===== src/rtl/wb_queue_pkg.sv =====
// Shared CPU constants and the writeback queue entry type.
package wb_queue_pkg;

    localparam int unsigned REG_ID_W = 4;
    localparam int unsigned NUM_REGS = 16;
    localparam int unsigned DATA_W   = 16;

    typedef logic [REG_ID_W-1:0] reg_id_t;

    typedef struct packed {
        reg_id_t           id;
        logic [DATA_W-1:0] data;
    } entry_t;

    function automatic logic [NUM_REGS-1:0] reg_onehot(input reg_id_t id);
        return NUM_REGS'(1) << id;
    endfunction

endpackage


===== src/rtl/wb_queue_if.sv =====
// Writeback queue bus: two producer ports, hold, register-file write port and status.
interface wb_queue_if
    import wb_queue_pkg::*;
#(
    parameter int unsigned DEPTH  = 4,
    parameter int unsigned DATA_W = 16
);
    localparam int unsigned CNT_W = $clog2(DEPTH + 1);

    logic                mem_valid;
    reg_id_t             mem_reg;
    logic [DATA_W-1:0]   mem_data;
    logic                mem_ready;
    logic                alu_valid;
    reg_id_t             alu_reg;
    logic [DATA_W-1:0]   alu_data;
    logic                alu_ready;
    logic                hold;
    logic                WriteReg;
    reg_id_t             DstReg;
    logic [DATA_W-1:0]   DstData;
    logic [NUM_REGS-1:0] pending;
    logic [CNT_W-1:0]    count;

    modport slave (
        input  mem_valid, mem_reg, mem_data, alu_valid, alu_reg, alu_data, hold,
        output mem_ready, alu_ready, WriteReg, DstReg, DstData, pending, count
    );

    modport master (
        output mem_valid, mem_reg, mem_data, alu_valid, alu_reg, alu_data, hold,
        input  mem_ready, alu_ready, WriteReg, DstReg, DstData, pending, count
    );

endinterface


===== src/rtl/wb_fifo.sv =====
// Circular storage for queued writebacks; pointers wrap naturally since DEPTH is a power of two.
module wb_fifo
    import wb_queue_pkg::*;
#(
    parameter  int unsigned DEPTH  = 4,
    parameter  int unsigned DATA_W = 16,
    localparam int unsigned PTR_W  = $clog2(DEPTH),
    localparam int unsigned CNT_W  = $clog2(DEPTH + 1)
) (
    input  logic                   clk,
    input  logic                   rst,
    input  logic                   push_i,
    input  reg_id_t                push_reg_i,
    input  logic [DATA_W-1:0]      push_data_i,
    input  logic                   pop_i,
    output reg_id_t                head_reg_o,
    output logic [DATA_W-1:0]      head_data_o,
    output logic [CNT_W-1:0]       count_o,
    output logic [PTR_W-1:0]       rd_ptr_o,
    output reg_id_t [DEPTH-1:0]    regs_o
);

    reg_id_t [DEPTH-1:0] reg_q;
    logic [DATA_W-1:0]   data_q [DEPTH];
    logic [PTR_W-1:0]    wr_ptr_q, wr_ptr_d;
    logic [PTR_W-1:0]    rd_ptr_q, rd_ptr_d;
    logic [CNT_W-1:0]    count_q, count_d;

    always_comb begin
        wr_ptr_d = wr_ptr_q;
        rd_ptr_d = rd_ptr_q;
        count_d  = count_q + CNT_W'(push_i) - CNT_W'(pop_i);
        if (push_i) wr_ptr_d = wr_ptr_q + PTR_W'(1);
        if (pop_i)  rd_ptr_d = rd_ptr_q + PTR_W'(1);
    end

    always_ff @(posedge clk) begin
        if (rst) begin
            wr_ptr_q <= '0;
            rd_ptr_q <= '0;
            count_q  <= '0;
        end else begin
            wr_ptr_q <= wr_ptr_d;
            rd_ptr_q <= rd_ptr_d;
            count_q  <= count_d;
        end
    end

    // Storage needs no reset: occupancy is defined solely by the pointers and count.
    always_ff @(posedge clk) begin
        if (!rst && push_i) begin
            reg_q[wr_ptr_q]  <= push_reg_i;
            data_q[wr_ptr_q] <= push_data_i;
        end
    end

    assign head_reg_o  = reg_q[rd_ptr_q];
    assign head_data_o = data_q[rd_ptr_q];
    assign count_o     = count_q;
    assign rd_ptr_o    = rd_ptr_q;
    assign regs_o      = reg_q;

endmodule


===== src/rtl/wb_queue.sv =====
// Register-file writeback queue: fixed-priority arbitration of memory over ALU results,
// in-order draining through a registered write stage, and per-register pending tracking.
module wb_queue
    import wb_queue_pkg::*;
#(
    parameter int unsigned DEPTH  = 4,
    parameter int unsigned DATA_W = 16
) (
    input logic        clk,
    input logic        rst,
    wb_queue_if.slave  bus
);

    localparam int unsigned PTR_W = $clog2(DEPTH);
    localparam int unsigned CNT_W = $clog2(DEPTH + 1);

    logic                full_c;
    logic                mem_ready_c;
    logic                alu_ready_c;
    logic                push_c;
    reg_id_t             push_reg_c;
    logic [DATA_W-1:0]   push_data_c;
    logic                pop_c;
    reg_id_t             head_reg;
    logic [DATA_W-1:0]   head_data;
    logic [CNT_W-1:0]    count;
    logic [PTR_W-1:0]    rd_ptr;
    reg_id_t [DEPTH-1:0] regs;
    logic [NUM_REGS-1:0] pending_c;

    logic                write_q;
    reg_id_t             dst_reg_q;
    logic [DATA_W-1:0]   dst_data_q;

    assign full_c      = (count == CNT_W'(DEPTH));
    assign mem_ready_c = !full_c;
    assign alu_ready_c = !full_c && !bus.mem_valid;
    assign pop_c       = (count != '0) && !bus.hold;

    // Memory port wins; the ALU source holds its request until granted.
    always_comb begin
        push_c      = 1'b0;
        push_reg_c  = bus.mem_reg;
        push_data_c = bus.mem_data;
        if (bus.mem_valid && mem_ready_c) begin
            push_c = 1'b1;
        end else if (bus.alu_valid && alu_ready_c) begin
            push_c      = 1'b1;
            push_reg_c  = bus.alu_reg;
            push_data_c = bus.alu_data;
        end
    end

    wb_fifo #(
        .DEPTH  (DEPTH),
        .DATA_W (DATA_W)
    ) u_fifo (
        .clk         (clk),
        .rst         (rst),
        .push_i      (push_c),
        .push_reg_i  (push_reg_c),
        .push_data_i (push_data_c),
        .pop_i       (pop_c),
        .head_reg_o  (head_reg),
        .head_data_o (head_data),
        .count_o     (count),
        .rd_ptr_o    (rd_ptr),
        .regs_o      (regs)
    );

    // Output stage: one-cycle write strobe, destination held between writes.
    always_ff @(posedge clk) begin
        if (rst) begin
            write_q    <= 1'b0;
            dst_reg_q  <= '0;
            dst_data_q <= '0;
        end else begin
            write_q <= pop_c;
            if (pop_c) begin
                dst_reg_q  <= head_reg;
                dst_data_q <= head_data;
            end
        end
    end

    // Only entries still in the FIFO count; the output stage is bypassed by the register file.
    always_comb begin
        pending_c = '0;
        for (int unsigned i = 0; i < DEPTH; i++) begin
            if (CNT_W'(i) < count) begin
                pending_c = pending_c | reg_onehot(regs[rd_ptr + PTR_W'(i)]);
            end
        end
    end

    assign bus.mem_ready = mem_ready_c;
    assign bus.alu_ready = alu_ready_c;
    assign bus.WriteReg  = write_q;
    assign bus.DstReg    = dst_reg_q;
    assign bus.DstData   = dst_data_q;
    assign bus.pending   = pending_c;
    assign bus.count     = count;

endmodule


===== src/flat_wrapper.sv =====
// flat-port wrapper written by rule: the top's interface ports become plain ports
module wb_queue_flat import wb_queue_pkg::*;
#(
    parameter int unsigned DEPTH  = 4,
    parameter int unsigned DATA_W = 16
)
  (clk, rst, bus_mem_valid, bus_mem_reg, bus_mem_data, bus_alu_valid, bus_alu_reg, bus_alu_data, bus_hold, bus_mem_ready, bus_alu_ready, bus_WriteReg, bus_DstReg, bus_DstData, bus_pending, bus_count);
  wb_queue_if #(.DEPTH(DEPTH), .DATA_W(DATA_W)) bus_i ();
  input logic clk;
  input logic rst;
  input wire logic [$bits(bus_i.mem_valid)-1:0] bus_mem_valid;
  input wire logic [$bits(bus_i.mem_reg)-1:0] bus_mem_reg;
  input wire logic [$bits(bus_i.mem_data)-1:0] bus_mem_data;
  input wire logic [$bits(bus_i.alu_valid)-1:0] bus_alu_valid;
  input wire logic [$bits(bus_i.alu_reg)-1:0] bus_alu_reg;
  input wire logic [$bits(bus_i.alu_data)-1:0] bus_alu_data;
  input wire logic [$bits(bus_i.hold)-1:0] bus_hold;
  output wire logic [$bits(bus_i.mem_ready)-1:0] bus_mem_ready;
  output wire logic [$bits(bus_i.alu_ready)-1:0] bus_alu_ready;
  output wire logic [$bits(bus_i.WriteReg)-1:0] bus_WriteReg;
  output wire logic [$bits(bus_i.DstReg)-1:0] bus_DstReg;
  output wire logic [$bits(bus_i.DstData)-1:0] bus_DstData;
  output wire logic [$bits(bus_i.pending)-1:0] bus_pending;
  output wire logic [$bits(bus_i.count)-1:0] bus_count;
  assign bus_i.mem_valid = bus_mem_valid;
  assign bus_i.mem_reg = bus_mem_reg;
  assign bus_i.mem_data = bus_mem_data;
  assign bus_i.alu_valid = bus_alu_valid;
  assign bus_i.alu_reg = bus_alu_reg;
  assign bus_i.alu_data = bus_alu_data;
  assign bus_i.hold = bus_hold;
  assign bus_mem_ready = bus_i.mem_ready;
  assign bus_alu_ready = bus_i.alu_ready;
  assign bus_WriteReg = bus_i.WriteReg;
  assign bus_DstReg = bus_i.DstReg;
  assign bus_DstData = bus_i.DstData;
  assign bus_pending = bus_i.pending;
  assign bus_count = bus_i.count;
  wb_queue #(.DEPTH(DEPTH), .DATA_W(DATA_W)) u_core (.clk(clk), .rst(rst), .bus(bus_i));
endmodule

===== config.mk =====
export PLATFORM = sky130hd
export DESIGN_NAME = wb_queue_flat
export DESIGN_NICKNAME = d
export VERILOG_FILES = /design/src/rtl/wb_queue_pkg.sv /design/src/rtl/wb_queue_if.sv /design/src/rtl/wb_fifo.sv /design/src/rtl/wb_queue.sv /design/src/flat_wrapper.sv
export SDC_FILE = /design/constraint.sdc
export NUM_CORES = 1
export LEC_CHECK = 0
export ABC_AREA = 1
export CORE_ASPECT_RATIO = 1.5
export CORE_UTILIZATION = 51
export CTS_BUF_LIST = sky130_fd_sc_hd__clkbuf_8
export DETAILED_ROUTE_END_ITERATION = 8
export PLACE_DENSITY = 0.76
export SKIP_CTS_REPAIR_TIMING = 1
export SYNTH_ARGS = -nofsm -noshare
export SYNTH_HDL_FRONTEND = slang
export SYNTH_HIERARCHICAL = 1
export SYNTH_SLANG_ARGS = --single-unit

===== constraint.sdc =====
create_clock -name clk -period 2 [get_ports clk]
set_input_delay 0.5 -clock clk [delete_from_list [all_inputs] [get_ports clk]]
set_output_delay 0.5 -clock clk [all_outputs]
set_load 0.02 [all_outputs]

# After elaboration in Yosys (flattened, before gate mapping)
# Memories as Yosys holds them, arrays and structs flattened. A register that Yosys moved wholly into a read port is not among the register bits.
# Cells that the tools add are included.
dict set report classes {
  n_addsub 6
  n_reduce_logical 11
  order_cmp 10
  bitwise_logic 3
  mux 23
  eq_ne 1
  n_shift 4
}
# cell n
set ops {}
lappend ops {{16-bit 2-to-1 mux} 6}
lappend ops {{1-bit by 4-bit << shifter with 16-bit output, first input constant} 4}
lappend ops {{16-bit bitwise OR} 3}
lappend ops {{4-bit binary-select mux with 2-bit select} 4}
lappend ops {{4-bit 2-to-1 mux} 7}
lappend ops {{16-bit bitwise mux} 1}
lappend ops {{2-bit by 3-bit less-than comparator with 1-bit output, second input constant} 5}
lappend ops {{4-bit demux with 2-bit select} 1}
lappend ops {{1-bit logical AND} 6}
lappend ops {{1-bit by 3-bit less-than comparator with 1-bit output, first input constant} 2}
lappend ops {{2-bit by 3-bit less-than comparator with 1-bit output, first input constant} 2}
lappend ops {{2-bit by 1-bit adder with 2-bit output, second input constant} 2}
lappend ops {{2-bit adder, second input constant} 2}
lappend ops {{1-bit zero test} 4}
lappend ops {{1-bit 2-to-1 mux} 4}
lappend ops {{3-bit by 1-bit adder with 3-bit output} 1}
lappend ops {{3-bit equality test, second input constant} 1}
lappend ops {{3-bit nonzero test} 1}
lappend ops {{3-bit by 1-bit subtractor with 3-bit output} 1}
lappend ops {{2-bit by 1-bit >= comparator with 1-bit output, second input constant} 1}
dict set report totals {
  ram_bits 64
  register_bits 28
  inputBits 45
  n_memories 1
}
# memory depth word_bits read_ports rd_ports_with_merged_regs wr line_no
set memory_table {}
lappend memory_table {u_core.u_fifo.data_q 4 16 1 1 1 wb_fifo.sv:24} ;# logic [DATA_W-1:0] data_q [DEPTH];

# Logic depth before layout (Yosys ltp)
dict set report logic_depth {
  word_depth 10
  depth_mapped 14
  ltp_nobuf 13
}

# Hierarchy
# Netlist, hierarchy kept.
# mod seq_area_each_um2 cells_per_inst area_each_um2 n_inst
set modules_own_cells {}
lappend modules_own_cells {wb_fifo 2582.5 288 3607.2 1}
lappend modules_own_cells {wb_queue 420.4 496 2449.8 1}

# Worst setup path after synthesis
# No wires, ideal clock.
dict set report synth_timing {
  path_kind {reg2reg}
  startpoint {register u_core.u_fifo.count_q[2] (netlist: u_core/u_fifo/count_o[2])}
  endpoint {register u_core.u_fifo.count_q[2] (netlist: u_core/u_fifo/count_o[2])}
  stages_incl_launch_ff 14
  n_path_buf 1
  arrival_ns 2.150
  slack_ns -0.265
  setup_ns 0.115
  path_cell_list {dfxtp_1 nor2_1 nand2_1 inv_1 nor2_1 buf_2 ha_1 inv_1 ha_1 fa_1 inv_1 nand2_1 a21oi_1 nor2_1}
}
dict set report synth_via {
  word_cells_on_any_way 11
}
# item line_no
set synth_rtl {}
lappend synth_rtl {{start: declaration} wb_fifo.sv:27} ;# logic [CNT_W-1:0] count_q, count_d;
lappend synth_rtl {{start signal: assignment} wb_fifo.sv:45} ;# count_q <= count_d;
lappend synth_rtl {{3-bit nonzero test} wb_queue.sv:38} ;# assign pop_c = (count != '0) && !bus.hold;
lappend synth_rtl {{1-bit logical AND} wb_queue.sv:38}
lappend synth_rtl {{net u_core.pop_c} wb_queue.sv:23} ;# logic pop_c;
lappend synth_rtl {{3-bit by 1-bit subtractor with 3-bit output} wb_fifo.sv:32} ;# count_d = count_q + CNT_W'(push_i) - CNT_W'(pop_i);
# The timed path passes the listed nets, and every way through them passes these cells.
# A chain may end at the register's enable or synchronous reset.

# Worst setup path after layout
dict set report layout_timing {
  startpoint {register u_core.u_fifo.rd_ptr_q[0] (netlist: u_core/u_fifo/rd_ptr_o[0])}
  endpoint {output port bus_pending[1]}
}
dict set report layout_via {
  elab_chain_cells 10
  word_cells_on_any_way 22
}
# item line_no
set layout_rtl {}
lappend layout_rtl {{start: declaration} wb_fifo.sv:26} ;# logic [PTR_W-1:0] rd_ptr_q, rd_ptr_d;
lappend layout_rtl {{start signal: assignment} wb_fifo.sv:44} ;# rd_ptr_q <= rd_ptr_d;
lappend layout_rtl {{2-bit by 1-bit adder with 2-bit output / 4-bit binary-select mux with 2-bit select (equally long branches)} wb_queue.sv:91} ;# pending_c = pending_c | reg_onehot(regs[rd_ptr + PTR_W'(i)]);
lappend layout_rtl {{4-bit binary-select mux with 2-bit select / 4-bit 2-to-1 mux (equally long branches)} wb_queue.sv:91}
lappend layout_rtl {{4-bit 2-to-1 mux (not written as such) / 1-bit by 4-bit << shifter with 16-bit output (equally long branches)} {wb_queue.sv:91, wb_queue_pkg.sv:16}}
lappend layout_rtl {{1-bit by 4-bit << shifter with 16-bit output / 16-bit 2-to-1 mux (equally long branches)} {wb_queue_pkg.sv:16, wb_queue.sv:90}}
lappend layout_rtl {{16-bit bitwise OR} wb_queue.sv:91}
lappend layout_rtl {{16-bit 2-to-1 mux} wb_queue.sv:90} ;# if (CNT_W'(i) < count) begin
lappend layout_rtl {{16-bit bitwise OR} wb_queue.sv:91}
lappend layout_rtl {{16-bit 2-to-1 mux} wb_queue.sv:90}
lappend layout_rtl {{16-bit bitwise OR} wb_queue.sv:91}
lappend layout_rtl {{16-bit 2-to-1 mux (*)} wb_queue.sv:90}
lappend layout_rtl {{end: declaration} flat_wrapper.sv:23} ;# output wire logic [$bits(bus_i.pending)-1:0] bus_pending;
# Every way passes the cells marked *; elsewhere a longest branch is shown, timed or not. The select of a mux whose other input is x is not followed.

==> summary.txt <==
result of the run - finished with violations
failing checks - setup timing
H-tree depth - 3
CTS root buffer - sky130_fd_sc_hd__clkbuf_8
Post-Route Hold Slack - 470.7 ps
transition time at the pin with the least slew margin - 436.0 ps
Area Growth Syn to Fin - 38.24%
layout filler cell count - 916
capture point of the worst path - bus_pending[1]
RR Startpoint - u_core/u_fifo/count_o[2]
count of final hold-check violations - 0
ranking of synthesized cells by instance count - sky130_fd_sc_hd__nand2_1, sky130_fd_sc_hd__nor2_1, sky130_fd_sc_hd__inv_1
leakage dissipation - 3.505 nW
height of the die - 135.5 um
number of violations of the max-capacitance limit - 0
fraction of registers with async set or reset after synthesis - 0%
top flip-flop cell by instance count after synthesis - sky130_fd_sc_hd__edfxtp_1
global router's overall resource usage - 27.01%
least setup slack across all paths after layout - -517.4 ps
pre-CTS setup slack - -693.3 ps
min-delay worst type - register to register
sequential fraction of the synthesis area - 49.58%
Critical Path Start - u_core/u_fifo/rd_ptr_o[0]
Max VDD drop - 0.6648 mV
layout net count - 960
Inserted Diodes - 0
biggest area contributors in the synthesized netlist - sky130_fd_sc_hd__edfxtp_1, sky130_fd_sc_hd__nand2_1, sky130_fd_sc_hd__dfxtp_1
number of nets with antenna violations after routing - 0
number of DRC violations after detailed routing - 0
Row Count - 48
via count of the first global-routing pass - 5508
clock tree from TritonCTS - done
HPWL Detailed - 12040 um
Synth Net Count - 836
cell taking the most area after synthesis - sky130_fd_sc_hd__edfxtp_1
largest net degree at the start of global routing - 65
f_max - 0.3972 GHz
quantity of I/O buffers inserted on ports - 86
area inside the core boundary - 11530 um^2
count of vias placed by the detailed router - 5576
maximum count of clock buffers along a single path - 2
# IOs - 87
post-DR vias/cell - 5.246
worst-path fanout max - 7
CP Class - register to output port
number of enable-type register cells in the synthesized netlist - 80
post-detailed-placement cell area - 7406 um^2
Die Area - 12330 um^2
Clk pin slew, worst setup/hold paths - 110 ps
wire length per cell after detailed routing - 15.74 um
number of different library cells in the post-synthesis netlist - 26
share of Yosys cell area claimed by the top area cell type - 39.66%
detailed-route wire length - 16740 um
setup slack of the most critical reg-to-reg path - -180 ps
warning count from the yosys run - 6
arrival time at the worst endpoint - 2020 ps
worst-skew pair later-pin latency - 360 ps
count of endpoints failing setup in the final report - 18
Initial Utilization - 52.53%
worst clock skew - 10.72 ps
Max-slew headroom - 70.93%
die width - 90.98 um
leading cell type by number of instances after synthesis - sky130_fd_sc_hd__nand2_1
cell depth of the worst flop-to-flop path - 14
synthesized area per cell - 7.726 um^2
cell area after synthesis - 6057 um^2
cell count after synthesis - 784
crit end category - output port
total grt overflow - 0
proportion of layout cells with a drive suffix above 1 - 28.48%
drt pass-1 iters - 5
area of all placed cells without fillers - 8373 um^2
number of flip-flops and latches in the synthesized netlist - 110
routability cong. - 0.9259
Max Transition Viols Final - 0
cell area power density - 1228 nW/um^2
startpoint type of the worst setup path - register
Worst EP required - 1500 ps
post-route clock period utilization - 125.9%
number of antenna violations at the first check in global routing - 0
worst reg2reg path endpoint - u_core/u_fifo/count_o[2]
setup repair after global routing missed its margin - true
CTS Buf Count - 9
violation count after the first detailed-route iteration - 211
post-layout min period - 2517 ps
Clock Sink Count - 110
first-pass GRT wire length - 25910 um
cells in the final DEF (no fill, tap or decap), types with 3 or more instances in the layout:
cell                                n
sky130_fd_sc_hd__a21oi_1           43
sky130_fd_sc_hd__buf_4             45
sky130_fd_sc_hd__clkbuf_8           9
sky130_fd_sc_hd__inv_4              3
sky130_fd_sc_hd__nor2_2            33
sky130_fd_sc_hd__edfxtp_1          80
sky130_fd_sc_hd__inv_1             74
sky130_fd_sc_hd__nand3_4            4
sky130_fd_sc_hd__dfxtp_1           24
sky130_fd_sc_hd__nand2_4           15
sky130_fd_sc_hd__nor2_1            65
sky130_fd_sc_hd__nand2_1          212
sky130_fd_sc_hd__ha_1               4
sky130_fd_sc_hd__a21oi_2            3
sky130_fd_sc_hd__o21ai_0           11
sky130_fd_sc_hd__dfxtp_4            3
sky130_fd_sc_hd__dlymetal6s2s_1     3
sky130_fd_sc_hd__o211ai_1          20
sky130_fd_sc_hd__inv_2              8
sky130_fd_sc_hd__nand3_1           39
sky130_fd_sc_hd__nor2_4            11
sky130_fd_sc_hd__dfxtp_2            3
sky130_fd_sc_hd__nand2_2           39
sky130_fd_sc_hd__buf_6             20
sky130_fd_sc_hd__nand3_2           32
sky130_fd_sc_hd__clkdlybuf4s50_1   65
sky130_fd_sc_hd__o21ai_1           12
sky130_fd_sc_hd__buf_12            11
report_power, final:
| group | internal [W] | switching (W) | total (W) |
|---|---|---|---|
| sequential | 0.00289 | 0.000181 | 0.00308 |
| clock | 0.000473 | 0.000757 | 0.00123 |
| combinational | 0.00233 | 0.00365 | 0.00598 |
layout make-up:
type,instances,area [um^2],share of cell area [%]
multi-input cells,554,3120,37.27
clock buffers,9,123.9,1.479
inverters,86,347.8,4.154
repair buffers,147,1516,18.11
flip-flops and latches,110,3018,36.04
clock inverters,7,58.81,0.7023
well taps,150,187.7,2.241
metrics by stage:
| step | std cells | total power [W] | setup TNS [ps] | util, % |
|---|---|---|---|---|
| final | 1063 | 0.01028 | -7595 | 72.61 |
| after global routing | 1063 | 0.01092 | -9392 | 72.61 |
| after CTS | 1054 | 0.009079 | -17560 | 65.81 |
| after detailed placement | 1038 | 0.007862 | -34970 | 64.23 |
| after global placement | 1038 | 0.007735 | -34630 | 64.23 |
| after floorplan | 784 | 0.005974 | -5852 | - |
critical path, cell delays in order, from the launching register on:
cell	delay (ps)
sky130_fd_sc_hd__dfxtp_2	360
sky130_fd_sc_hd__buf_12	140
sky130_fd_sc_hd__clkinv_8	70
sky130_fd_sc_hd__buf_6	130
sky130_fd_sc_hd__nand2_2	60
sky130_fd_sc_hd__nand3_2	80
sky130_fd_sc_hd__nand2_4	170
sky130_fd_sc_hd__inv_2	90
sky130_fd_sc_hd__nand3_4	80
sky130_fd_sc_hd__nor2_1	40
sky130_fd_sc_hd__nor2_1	180
sky130_fd_sc_hd__nand2_1	90
sky130_fd_sc_hd__buf_6	140
how the worst min path moves through the flow:
stage                                      endpoint  cells past startpoint  slack, ps                       from
after floorplan           u_core/u_fifo/wr_ptr_q[1]                      2        490  u_core/u_fifo/wr_ptr_q[1]
after global placement        u_core/bus.DstData[9]                      2        450      u_core/bus.DstData[9]
after detailed placement       u_core/bus.DstReg[2]                      2        450       u_core/bus.DstReg[2]
after CTS                     u_core/bus.DstData[2]                      2        470      u_core/bus.DstData[2]
after global routing         u_core/bus.DstData[12]                      2        490     u_core/bus.DstData[12]
final                         u_core/bus.DstData[2]                      2        470      u_core/bus.DstData[2]
routing by layer:
| layer | share of wire (%) | routed length, um | GRT usage [%] |
|---|---|---|---|
| met4 | 3.9 | 653 | 14.73 |
| met5 | 0 | 0 | 0 |
| met2 | 58 | 9684 | 53.96 |
| met3 | 3.5 | 580 | 3.086 |
| met1 | 35 | 5816 | 26.65 |
kinds of logic (layout without fill, tap and decap cells):
logic type / count (synthesis) / in the layout / share of synthesized area, %
adder cells (fa/ha/maj): 7 / 7 / 1.570
flip-flops: 110 / 110 / 49.58
XOR/XNOR: 1 / 1 / 0.1446
AO/OA/AOI/OAI: 93 / 93 / 8.696
AND/OR/NAND/NOR: 453 / 453 / 30.39
buffers and inverters: 120 / 249 / 9.626
registers in the layout, indices dropped and copies added (netlist names), named ones only:
signal	cells
u_core/bus.DstReg	4
u_core/u_fifo/wr_ptr_q	2
u_core/u_fifo/data_q	64
u_core/u_fifo/regs_o	16
u_core/u_fifo/rd_ptr_o	2
u_core/bus.DstData	16
u_core/u_fifo/count_o	3
u_core/bus.WriteReg	1
No activity file was read; power rests on OpenSTA's default activity.
